File: src/rtl/btn_entry_sequencer.sv
// Button front end for the hex-digit entry datapath: synchronise, debounce and
// arbitrate the four navigation buttons, then emit one-cycle command strobes.
module btn_entry_sequencer #(
    parameter int          DEBOUNCE_CYCLES = 1000000,
    parameter int          REPEAT_DELAY    = 50000000,
    parameter int          REPEAT_RATE     = 10000000,
    parameter logic [3:0]  REPEAT_MASK     = 4'b1100,
    parameter int          CNT_W           = 27
) (
    input  logic       clk,
    input  logic       rst,
    input  logic       enable,
    input  logic       BTNL,
    input  logic       BTNR,
    input  logic       BTNU,
    input  logic       BTND,
    output logic       cmd_valid,
    output logic [1:0] cmd_code,
    output logic       cmd_repeat,
    output logic       held
);

    // cmd_valid is a one-cycle strobe with no ready: the datapath must take the
    // command in the cycle it is presented; cmd_code/cmd_repeat are 0 otherwise.

    localparam logic [CNT_W-1:0] DB_LIMIT = CNT_W'(DEBOUNCE_CYCLES);
    localparam logic [CNT_W-1:0] DELAY_LD = CNT_W'(REPEAT_DELAY);
    localparam logic [CNT_W-1:0] RATE_LD  = CNT_W'(REPEAT_RATE);
    localparam logic [CNT_W-1:0] CNT_ONE  = CNT_W'(1);

    typedef enum logic [1:0] {
        IDLE    = 2'd0,
        HOLD    = 2'd1,
        LOCKOUT = 2'd2
    } state_t;

    logic [3:0]       raw;
    logic [3:0]       sync_meta;
    logic [3:0]       sync_q;
    logic [3:0]       db;
    logic [CNT_W-1:0] db_cnt [4];

    state_t           state;
    state_t           state_nxt;
    logic [1:0]       owner;
    logic [1:0]       owner_nxt;
    logic [CNT_W-1:0] rep_cnt;
    logic [CNT_W-1:0] rep_cnt_nxt;
    logic             valid_nxt;
    logic [1:0]       code_nxt;
    logic             repeat_nxt;

    assign raw = {BTND, BTNU, BTNR, BTNL};

    // Fixed priority L > R > U > D.
    function automatic logic [1:0] pick_owner(input logic [3:0] b);
        logic [1:0] r;
        r = 2'd0;
        if (b[0])      r = 2'd0;
        else if (b[1]) r = 2'd1;
        else if (b[2]) r = 2'd2;
        else if (b[3]) r = 2'd3;
        return r;
    endfunction

    always_ff @(posedge clk or posedge rst) begin
        if (rst) begin
            sync_meta <= 4'b0000;
            sync_q    <= 4'b0000;
        end else begin
            sync_meta <= raw;
            sync_q    <= sync_meta;
        end
    end

    // A level change is accepted only after the new value survives the full
    // count; any return to the old level restarts it.
    always_ff @(posedge clk or posedge rst) begin
        if (rst) begin
            db <= 4'b0000;
            for (int i = 0; i < 4; i++) begin
                db_cnt[i] <= '0;
            end
        end else begin
            for (int i = 0; i < 4; i++) begin
                if (sync_q[i] == db[i]) begin
                    db_cnt[i] <= '0;
                end else if (db_cnt[i] == DB_LIMIT) begin
                    db[i]     <= sync_q[i];
                    db_cnt[i] <= '0;
                end else begin
                    db_cnt[i] <= db_cnt[i] + CNT_ONE;
                end
            end
        end
    end

    always_ff @(posedge clk or posedge rst) begin
        if (rst) begin
            state      <= IDLE;
            owner      <= 2'd0;
            rep_cnt    <= '0;
            cmd_valid  <= 1'b0;
            cmd_code   <= 2'd0;
            cmd_repeat <= 1'b0;
        end else begin
            state      <= state_nxt;
            owner      <= owner_nxt;
            rep_cnt    <= rep_cnt_nxt;
            cmd_valid  <= valid_nxt;
            cmd_code   <= code_nxt;
            cmd_repeat <= repeat_nxt;
        end
    end

    always_comb begin
        state_nxt   = state;
        owner_nxt   = owner;
        rep_cnt_nxt = rep_cnt;
        valid_nxt   = 1'b0;
        code_nxt    = 2'd0;
        repeat_nxt  = 1'b0;
        if (!enable) begin
            // Leaving entry mode also cancels any strobe due on this edge.
            state_nxt = LOCKOUT;
        end else begin
            case (state)
                IDLE: begin
                    if (|db) begin
                        owner_nxt   = pick_owner(db);
                        valid_nxt   = 1'b1;
                        code_nxt    = pick_owner(db);
                        rep_cnt_nxt = DELAY_LD;
                        state_nxt   = HOLD;
                    end
                end
                HOLD: begin
                    if (!db[owner]) begin
                        state_nxt = LOCKOUT;
                    end else if (REPEAT_MASK[owner]) begin
                        if (rep_cnt == CNT_ONE) begin
                            valid_nxt   = 1'b1;
                            code_nxt    = owner;
                            repeat_nxt  = 1'b1;
                            rep_cnt_nxt = RATE_LD;
                        end else begin
                            rep_cnt_nxt = rep_cnt - CNT_ONE;
                        end
                    end
                end
                LOCKOUT: begin
                    if (db == 4'b0000) state_nxt = IDLE;
                end
                default: state_nxt = LOCKOUT;
            endcase
        end
    end

    assign held = (state == HOLD) && db[owner];

endmodule

File: config.mk
export PLATFORM = sky130hd
export DESIGN_NAME = btn_entry_sequencer
export DESIGN_NICKNAME = d
export VERILOG_FILES = /design/src/rtl/btn_entry_sequencer.sv
export SDC_FILE = /design/constraint.sdc
export NUM_CORES = 1
export LEC_CHECK = 0
export CAP_MARGIN = 20
export CORE_MARGIN = 2
export CORE_UTILIZATION = 25
export CTS_CLUSTER_SIZE = 12
export DETAILED_ROUTE_END_ITERATION = 10
export GPL_ROUTABILITY_DRIVEN = 0
export HOLD_SLACK_MARGIN = 0.1
export SLEW_MARGIN = 20
export SYNTH_ARGS = -nofsm -noshare
export SYNTH_HDL_FRONTEND = slang
export SYNTH_SLANG_ARGS = --single-unit
File: constraint.sdc
create_clock -name clk -period 5.45 [get_ports clk]
set_clock_uncertainty 0.1 [all_clocks]
set_input_delay 0.545 -clock clk [delete_from_list [all_inputs] [get_ports clk]]
set_output_delay 0.545 -clock clk [all_outputs]
set_load 0.005 [all_outputs]
==> reports/results.md, run 1 <==
| Stage | Item | Value |
|:---|:---|:---|
| critical path | Delay of the slowest critical-path stage | 0.73 ns |
| drt | Routed vias/inst | 4.678 |
| critical path | Worst setup EP type | flop |
| critical path | Category of cells accounting for the largest share of critical-path delay | simple AND/OR/NAND/NOR gates |
| floorplan | Area of the die | 0.03253 mm^2 |
| timing | Final period utilization | 52.05% |
| drt | Routed length per placed instance | 12.69 um |
| place | Post-DP HPWL | 9.892 mm |
| critical path | Data arrival, critical path | 3.05 ns |
| yosys | Number of warnings printed during yosys synthesis | 0 |
| clock tree | TritonCTS clock tree | yes |
| clock tree | Clock buffers created by TritonCTS | 17 |
| hold path | Min-delay worst type | reg2reg |
| global routing | Vias in the first global route | 5559 |
| cells and area | Number of diodes added for antenna fixing | 0 |
| hold path | Start point of the worst hold path | sync_meta[1] |
| yosys | Post-synthesis cell type count | 53 |
| yosys | Avg Cell Area, Syn | 9.600 um^2 |
| drt | First-pass iteration count of the detailed router | 4 |
| floorplan | Die extent in x | 180.4 um |
| clock tree | Post-cts repair resize count | 0 |
| clock tree | Clk Tree Root Cell | clkbuf_16 |
| cells and area | Post-route insts no fill | 1228 |
| run | Total of max-cap violations | 0 |
| critical path | Depth of the worst register-to-register path | 5 |
| critical path | Crit path max-delay cell type | nor3_1 |
| timing | RSZ-0062 raised after global routing | no |
| clock tree | Insertion delay to the later sink of the worst-skew pair | 0.43 ns |
| yosys | Count of flip-flops with a built-in enable after synthesis | 0 |
| global routing | Wire length of the first global-routing pass | 27.26 mm |
| clock tree | Htree depth | 4 |
| clock tree | Post-CTS Hold Fix Bufs | 0 |
| power | VDD IR-drop max | 125.1 uV |
| place | Placed cell count | 1195 |
| timing | Post-route minimum period | 2.837 ns |
| clock tree | Sink count of the clock tree | 155 |
| timing | Final Hold Vio Count | 0 |
| cells and area | Net count of the finished layout | 836 |
| drt | Antenna-violating nets left | 0 |
| critical path | Maximum fanout encountered on the critical timing path | 9 |
| clock tree | Clock-pin slew of the registers on the worst-case setup and hold paths | 0.07 ns |
| yosys | Cell area after synthesis | 0.007776 mm^2 |
| floorplan | Starting utilization of the core area | 25.42% |
| global routing | Overall overflow remaining after global route | 0 |
| yosys | Proportion of synthesized flip-flops having asynchronous set or reset | 100.0% |
| critical path | Chain of cells forming the critical path | nor3_1 -> nand4_1 -> o31ai_4 -> o21ai_2 -> a32o_1 |
| place | Count of input and output buffers | 11 |
| floorplan | Number of standard-cell rows in the floorplan | 64 |
| drt | Starting DRC count in detailed routing | 413 |
| critical path | Startpoint kind of the worst setup timing path | flop |
| place | Post-place instance area | 0.008315 mm^2 |
| clock tree | Deepest clock path buffer count | 2 |
| critical path | WP data required | 5.67 ns |
| cells and area | P&R area growth vs syn | 14.69% |
| yosys | Synthesized net count | 827 |
| yosys | Proportion of synthesized chip area in sequential cells | 49.88% |
| global routing | Overall fraction of global-route tracks in use | 9.998% |
| power | Pwr dens | 273.8 mW/mm^2 |
| timing | Setup-failing EPs final | 0 |
| timing | Worst hold slack across all endpoints | 0.2541 ns |
| cells and area | Fraction of layout instances using a drive strength above 1 | 7.332% |
| critical path | Critical path buffer and inverter count | 0 |
| cells and area | Non-Filler Cell Area, Final | 0.008919 mm^2 |
| timing | Final Slew Violations | 0 |
| power | Static Leakage | 3.646 nW |
| global routing | Largest net degree at the start of global routing | 82 |
| hold path | Worst Hold Path EP | sync_q[1] |
| yosys | Number of standard cells after synthesis | 810 |
| yosys | Post-synthesis sequential element count | 155 |
| drt | Total routed wirelength | 15.58 mm |
| global routing | Number of antenna violations at the first check in global routing | 0 |
| timing | Worst Max-Slew Pin Slew | 1.082 ns |
| critical path | Path type of the worst setup path | reg2reg |
| power | Power, Total | 0.002442 W |
| cells and area | Most common cell after layout, fill and taps aside | dfrtp_1 |
| timing | Max Fclk | 352.5 MHz |
| timing | Total negative slack for setup checks | 0 ns |
| critical path | Reg-to-Reg End | rep_cnt[6] |
| critical path | Register-to-Register Setup Slack | 2.61 ns |
| hold path | Hold path cells | 0 |
| drt | Vias after detailed routing | 5744 |
| timing | Headroom to the max-slew limit | 27.30% |
| cells and area | Most frequent cells in the layout | dfrtp_1 (155), nor2_1 (150), xor2_1 (65), nand3_1 (52), nand2_1 (44) |
| floorplan | I/O pin count | 12 |
| clock tree | Post-CTS Setup Inserts | 0 |
| yosys | Dominant synthesized flop cell | dfrtp_1 |
| outcome | Outcome | complete, no violations |
| floorplan | Die height | 180.4 um |
| drt | # DRC | 0 |
| floorplan | Core region area | 0.03059 mm^2 |
| critical path | R2r startpoint | rep_cnt[5] |
worst max path at each step:
stage | slack [ns] | end | cells past startpoint | start
after detailed placement | 2.39 | rep_cnt[26] | 6 | enable
after floorplan | 0.63 | cmd_code[0] | 1 | rst
after global placement | 2.42 | rep_cnt[26] | 6 | enable
after global routing | 2.40 | rep_cnt[25] | 5 | rep_cnt[5]
final | 2.61 | rep_cnt[6] | 5 | rep_cnt[5]
after CTS | 2.62 | rep_cnt[6] | 5 | rep_cnt[5]
sequential cells by signal (all words and copies together) (netlist names):
register and cells:
sync_meta 4, owner 2, sync_q 4, db 4, cmd_valid 1, rep_cnt 27
state 2, db_cnt 108, cmd_repeat 1, cmd_code 2
cell type report:
class	instances	area, um^2
well taps	396	495.5
inverters	24	95.09
multi-input cells	605	3721
fillers	3271	21670
repair buffers	16	145.1
clock buffers	17	425.4
flip-flops and latches	155	3879
clock inverters	15	157.7
per-layer routing:
metal | track usage (%) | part of all wire, % | vias up
met5 | 0 | 0 | -
met4 | 3.065 | 1.0 | 0
met3 | 2.405 | 2.7 | 12
met2 | 15.27 | 45 | 63
met1 | 13.98 | 51 | 2820
li1 | - | - | 2849
metrics by stage:
step                      util (%)  setup WS (ns)
after floorplan                  -         0.6268
after global placement       27.16          2.416
after detailed placement     27.18          2.388
after CTS                    29.09          2.619
after global routing         29.16          2.396
final                        29.16          2.613
cell usage after synthesis, types with 3 or more instances:
library cell | number | area [um^2]
o31ai_1 | 3 | 22.52
o22a_1 | 5 | 43.79
or2_2 | 4 | 25.02
clkbuf_1 | 21 | 78.83
nor4b_1 | 10 | 87.58
nor3_1 | 29 | 145.1
nor2_1 | 150 | 563.0
nor2b_1 | 7 | 43.79
a21oi_1 | 13 | 65.06
ha_1 | 10 | 125.1
xnor2_1 | 39 | 341.6
o21ai_0 | 14 | 70.07
nand2_1 | 44 | 165.2
and3_1 | 15 | 93.84
xor2_1 | 65 | 569.3
and2_1 | 7 | 43.79
and4_1 | 13 | 113.9
inv_1 | 24 | 90.09
nand2b_1 | 6 | 37.54
nand4_1 | 40 | 250.2
a31oi_1 | 15 | 93.84
mux2_2 | 7 | 78.83
nor4_1 | 18 | 112.6
o21a_1 | 8 | 60.06
nand3_1 | 52 | 260.3
dfrtp_1 | 155 | 3879
cell families after synthesis:
kind of cell,Yosys count,synth area share (%)
AND/OR/NAND/NOR,406,26.21
flip-flops,155,49.88
XOR/XNOR,104,11.71
AO/OA/AOI/OAI,76,6.774
buffers and inverters,50,2.542
adder cells (fa/ha/maj),10,1.609
multiplexers,9,1.271
power breakdown:
group / leakage, nW / internal, W / switching (W) / total, W
logic: 1.26 / 0.0000265 / 0.0000582 / 0.0000848
registers: 2.11 / 0.00116 / 0.0000161 / 0.00118
clock network: 0.281 / 0.000647 / 0.000530 / 0.00118
Power figures use the tool's default switching activity.
==> inputs of run 2 (changes only) <==
- clock period: 5.45 -> 2.95 ns (I/O delays scaled with it)
==> reports/results.md, run 2 (synthesis results as in run 1) <==
| Stage | Item | Value |
|:---|:---|:---|
| clock tree | Deepest clock path buffer count | 2 |
| critical path | Maximum fanout encountered on the critical timing path | 8 |
| critical path | Register-to-Register Setup Slack | 0.25 ns |
| drt | Routed length per placed instance | 12.46 um |
| critical path | Chain of cells forming the critical path | or4_1 -> or4_1 -> o31ai_4 -> o21ai_2 -> a32o_1 |
| drt | First-pass iteration count of the detailed router | 4 |
| drt | Routed vias/inst | 4.583 |
| place | Post-DP HPWL | 10.01 mm |
| hold path | Hold path cells | 1 |
| hold path | Min-delay worst type | in2reg |
| cells and area | Net count of the finished layout | 854 |
| critical path | Path type of the worst setup path | reg2reg |
| cells and area | Number of diodes added for antenna fixing | 0 |
| drt | # DRC | 0 |
| clock tree | Htree depth | 4 |
| critical path | Depth of the worst register-to-register path | 5 |
| cells and area | Fraction of layout instances using a drive strength above 1 | 8.824% |
| floorplan | Number of standard-cell rows in the floorplan | 64 |
| clock tree | Insertion delay to the later sink of the worst-skew pair | 0.42 ns |
| critical path | Cell type with the highest occurrence count on the critical path | or4_1 |
| global routing | Overall overflow remaining after global route | 0 |
| cells and area | Reg with most FFs | db_cnt |
| floorplan | Starting utilization of the core area | 25.42% |
| critical path | Startpoint kind of the worst setup timing path | flop |
| timing | Worst Max-Slew Pin Slew | 0.5447 ns |
| timing | Max Fclk | 370.5 MHz |
| clock tree | Clock buffers created by TritonCTS | 17 |
| drt | Total routed wirelength | 15.52 mm |
| cells and area | P&R area growth vs syn | 17.14% |
| cells and area | Filler cells | 3187 |
| critical path | Worst setup EP type | flop |
| drt | Vias after detailed routing | 5710 |
| global routing | Overall fraction of global-route tracks in use | 9.982% |
| clock tree | TritonCTS clock tree | yes |
| timing | Post-route minimum period | 2.699 ns |
| place | Count of input and output buffers | 11 |
| power | Pwr dens | 514.4 mW/mm^2 |
| critical path | Crit path max-delay cell type | or4_1 |
| timing | Setup-failing EPs final | 0 |
| critical path | Delay of the slowest critical-path stage | 0.65 ns |
| timing | RSZ-0062 raised after global routing | no |
| outcome | Outcome | complete, no violations |
| floorplan | Core region area | 0.03059 mm^2 |
| drt | Starting DRC count in detailed routing | 337 |
| hold path | Start point of the worst hold path | BTNL |
| power | Power, Total | 0.004686 W |
| timing | Final period utilization | 91.50% |
| critical path | WP data required | 3.17 ns |
| floorplan | Area of the die | 0.03253 mm^2 |
| drt | Antenna-violating nets left | 0 |
| cells and area | Most common cell after layout, fill and taps aside | dfrtp_1 |
| global routing | Largest net degree at the start of global routing | 87 |
| cells and area | Max FFs per register | 108 |
| cells and area | Regs by FF count | db_cnt (108), rep_cnt (27) |
| global routing | Vias in the first global route | 5602 |
| clock tree | Clk Tree Root Cell | clkbuf_16 |
| clock tree | Post-CTS Setup Inserts | 0 |
| hold path | Worst Hold Path EP | sync_meta[0] |
| cells and area | Most frequent cells in the layout | dfrtp_1 (155), nor2_1 (150), xor2_1 (65), nand3_1 (52), nand2_1 (44) |
| floorplan | Die height | 180.4 um |
| critical path | R2r startpoint | rep_cnt[16] |
| clock tree | Post-CTS Hold Fix Bufs | 0 |
| clock tree | Sink count of the clock tree | 155 |
| run | Total of max-cap violations | 0 |
| clock tree | Post-cts repair resize count | 0 |
| critical path | Data arrival, critical path | 2.92 ns |
| global routing | Wire length of the first global-routing pass | 27.18 mm |
| floorplan | I/O pin count | 12 |
| timing | Final Hold Vio Count | 0 |
| critical path | Critical path buffer and inverter count | 0 |
| timing | Headroom to the max-slew limit | 63.18% |
| timing | Final Slew Violations | 0 |
| floorplan | Die extent in x | 180.4 um |
| power | VDD IR-drop max | 313.3 uV |
| critical path | Category of cells accounting for the largest share of critical-path delay | simple AND/OR/NAND/NOR gates |
| power | Static Leakage | 3.743 nW |
| timing | Total negative slack for setup checks | 0 ns |
| global routing | Number of antenna violations at the first check in global routing | 0 |
| clock tree | Clock-pin slew of the registers on the worst-case setup and hold paths | 0.07 ns |
| critical path | Reg-to-Reg End | rep_cnt[6] |
## run 2: changes by cell type in the layout (fill, tap and decap cells not counted), moves of 2 or more
cell        delta
inv_8          -3
buf_12         +2
clkinvlp_4     +7
buf_4         +17
clkinv_4       -5
bufinv_16      +3
inv_6          -4
nor3_1         +3
nor3_2         -3
## run 2: layout make-up
class	instances	area, um^2	area share (%)
Sequential cell	155	3879	42.58
Inverter	24	93.84	1.030
Tap cell	396	495.5	5.440
Timing Repair Buffer	34	307.8	3.379
Clock buffer	18	439.2	4.821
Clock inverter	14	193.9	2.129
Multi-Input combinational cell	605	3700	40.62
## run 2: power by group
part | total (W) | internal [W] | switching (W)
Sequential | 0.00218 | 0.00215 | 0.0000305
Combinational | 0.000164 | 0.0000557 | 0.000108
Clock | 0.00234 | 0.00144 | 0.000901
Total | 0.00469 | 0.00365 | 0.00104
## run 2: routing by layer
layer	vias up	share of wire, %	GRT usage [%]
met2	49	45	15.73
met4	0	1.6	3.710
met3	19	2.2	2.122
met1	2776	51	13.48
met5	-	0	0
li1	2866	-	-
## run 2: worst max-delay path by stage
stage / cells past startpoint / to / start
6_report: 5 / rep_cnt[6] / rep_cnt[16]
5_1_grt: 5 / rep_cnt[6] / rep_cnt[16]
4_1_cts: 5 / rep_cnt[6] / rep_cnt[16]
3_5_place_dp: 5 / rep_cnt[6] / rep_cnt[16]
3_3_place_gp: 5 / rep_cnt[6] / rep_cnt[16]
2_1_floorplan: 7 / rep_cnt[6] / rep_cnt[16]
## run 2: metrics by stage
stage / setup slack, ns / instances / hold WS [ns] / util (%) / cell area [um^2]
final: 0.2508 / 1246 / 0.2069 / 29.78 / 9109
after global routing: 0.1143 / 1246 / 0.1946 / 29.78 / 9109
after CTS: 0.2371 / 1246 / 0.1881 / 29.78 / 9109
after detailed placement: 0.2432 / 1214 / 0.2358 / 27.71 / 8476
after global placement: 0.3009 / 1214 / 0.2397 / 27.71 / 8476
after floorplan: 0.5204 / 810 / 0.2264 / - / 7780
==> inputs of run 3 (changes only) <==
- CAP_MARGIN: 20 -> unset
==> results of run 3 <==
Same layout as run 2: the final DEF is identical, and so are final timing and power.
==> edit: new RTL, settings of run 2 <==
Make the reset (`rst`) synchronous in 3 clocked blocks.
--- a/src/rtl/btn_entry_sequencer.sv
+++ b/src/rtl/btn_entry_sequencer.sv
@@ -63,7 +63,7 @@
         return r;
     endfunction
 
-    always_ff @(posedge clk or posedge rst) begin
+    always_ff @(posedge clk) begin
         if (rst) begin
             sync_meta <= 4'b0000;
             sync_q    <= 4'b0000;
@@ -75,7 +75,7 @@
 
     // A level change is accepted only after the new value survives the full
     // count; any return to the old level restarts it.
-    always_ff @(posedge clk or posedge rst) begin
+    always_ff @(posedge clk) begin
         if (rst) begin
             db <= 4'b0000;
             for (int i = 0; i < 4; i++) begin
@@ -95,7 +95,7 @@
         end
     end
 
-    always_ff @(posedge clk or posedge rst) begin
+    always_ff @(posedge clk) begin
         if (rst) begin
             state      <= IDLE;
             owner      <= 2'd0;
Formal check against the unedited RTL: no difference found for any inputs over 4 cycles, from zero or initial values and one cycle with rst high; that may be too few to reach the edited logic, so the function may still have changed.
==> edit against run 2 <==
Wire length is 1.7% higher. Final area rose by 7.7%. Setup slack improved by 210 ps. Sequential power increased by 13%. Synthesized area up 4.9%. Largest cell class unchanged. First-iteration DRC count grew 8.3%. Power increased by 2.8%. Sequential cell count unchanged. Utilization increased by 0.60 points.
==> edit: results (changes against run 2) <==
[cells_and_area]
fin_nets=950  ; +11%
fill_cells=3360  ; +5.4%
drive_above_1_share=0.0603  ; -0.0280
n_antenna_cell=0  ; unchanged
reg_top3=db_cnt x108, rep_cnt x27

[placed_design]
placed_cells=1356  ; +12%
hpwlAfterDp_um=11100  ; +11%
post_dp_cell_area_mm2=0.00922  ; +8.8%

[synth]
synth_common_cells=nor2_1, edfxtp_1, xor2_1
ys_async_sr_fraction=0  ; -1.00
netlist_top_cells_area=edfxtp_1, dfxtp_1, xor2_1
synth.distinct_cells=62  ; +17%
syn_inst=806  ; -0.49%
ys_seq_area_frac=0.513  ; +0.0142
synthFlopType=edfxtp_1
synth_edf_count=108  ; +108

[route]
routed_wl_um=15800  ; +1.7%
drtIter0Drc=365  ; +8.3%
wire_per_inst_um=11.4  ; -8.7%
via_per_inst=4.30  ; -6.2%

[power]
vdd_drop_max_mv=0.414  ; +32%
p_leak_nw=3.42  ; -8.5%

[sta]
worstMarginPinSlew_ps=761  ; +216 ps

[clock_tree]
clockBufferDepth=2  ; unchanged

[setup_path]
path_max_fanout=5  ; -3
cpLargestDelayFamily=multiplexers
slowest_delay_ps=540  ; -110 ps
critPathSlowestCell=mux4_2
cp.arrival_ps=2090  ; -830 ps

[global_routing]
grt_use_total=0.0990  ; -0.000816
grt_pass1_vias=5745  ; +2.6%
grt_pass1_wl_um=27200  ; about the same
grt_max_degree=28  ; -68%

[hold_path]
hold_path.class=reg -> reg

[outcome]
status=completed

edit: changes by cell type after synthesis, sizes merged, moves of 6 or more:
cell     delta
nand3      -14
a21oi       +9
nand2       -7
dfxtp      +47
a31oi      -14
a2111oi     +6
dfrtp     -155
o21a        -7
mux2        -6
nor3        -9
edfxtp    +108
xnor2       +6
or3         +9
edit: per-layer routing:
layer,track usage,vias to the layer above,routed length [um]
li1,-,3065,-
met5,0,-,0
met1,0.128,2807,7610
met2,0.158,73,7250
met3,0.0273,21,643
met4,0.0349,0,269
edit: where the power goes:
group / leakage, nW / total [mW] / internal (mW) / switching [mW]
Combinational: 1.65 / 0.160 / 0.0673 / 0.0923
Clock: 0.274 / 2.19 / 1.32 / 0.870
Sequential: 1.49 / 2.47 / 2.40 / 0.0736
edit: layout make-up:
class,count,area share
clock inverter,13,0.0154
tap,442,0.0564
timing repair buffer,25,0.0219
clock buffer,19,0.0441
inverter,25,0.00957
sequential,155,0.427
multi-input combinational,709,0.426
edit: worst paths after layout:
check,from,endpoint,slack [ps],depth (start not counted)
hold / removal,sync_meta[1],sync_q[1],340,1
setup / recovery,owner[1],held,460,3
hold reg to reg,sync_meta[1],sync_q[1],340,1
setup reg to reg,db[3],rep_cnt[1],470,5
edit: cells by family after synthesis:
family | count (synthesis) | synth area share
compound gates | 76 | 0.0612
xor+xnor | 114 | 0.122
fa+ha+maj | 10 | 0.0153
buf+inv | 49 | 0.0239
flops | 155 | 0.513
mux | 4 | 0.00660
other cells | 1 | 0.000460
simple gates | 397 | 0.257
edit: stage by stage:
step	worst slack [ps]	utilization
3_3_place_gp	489	0.286
6_report	462	0.304
2_1_floorplan	786	-
5_1_grt	273	0.304
3_5_place_dp	392	0.286
4_1_cts	443	0.304
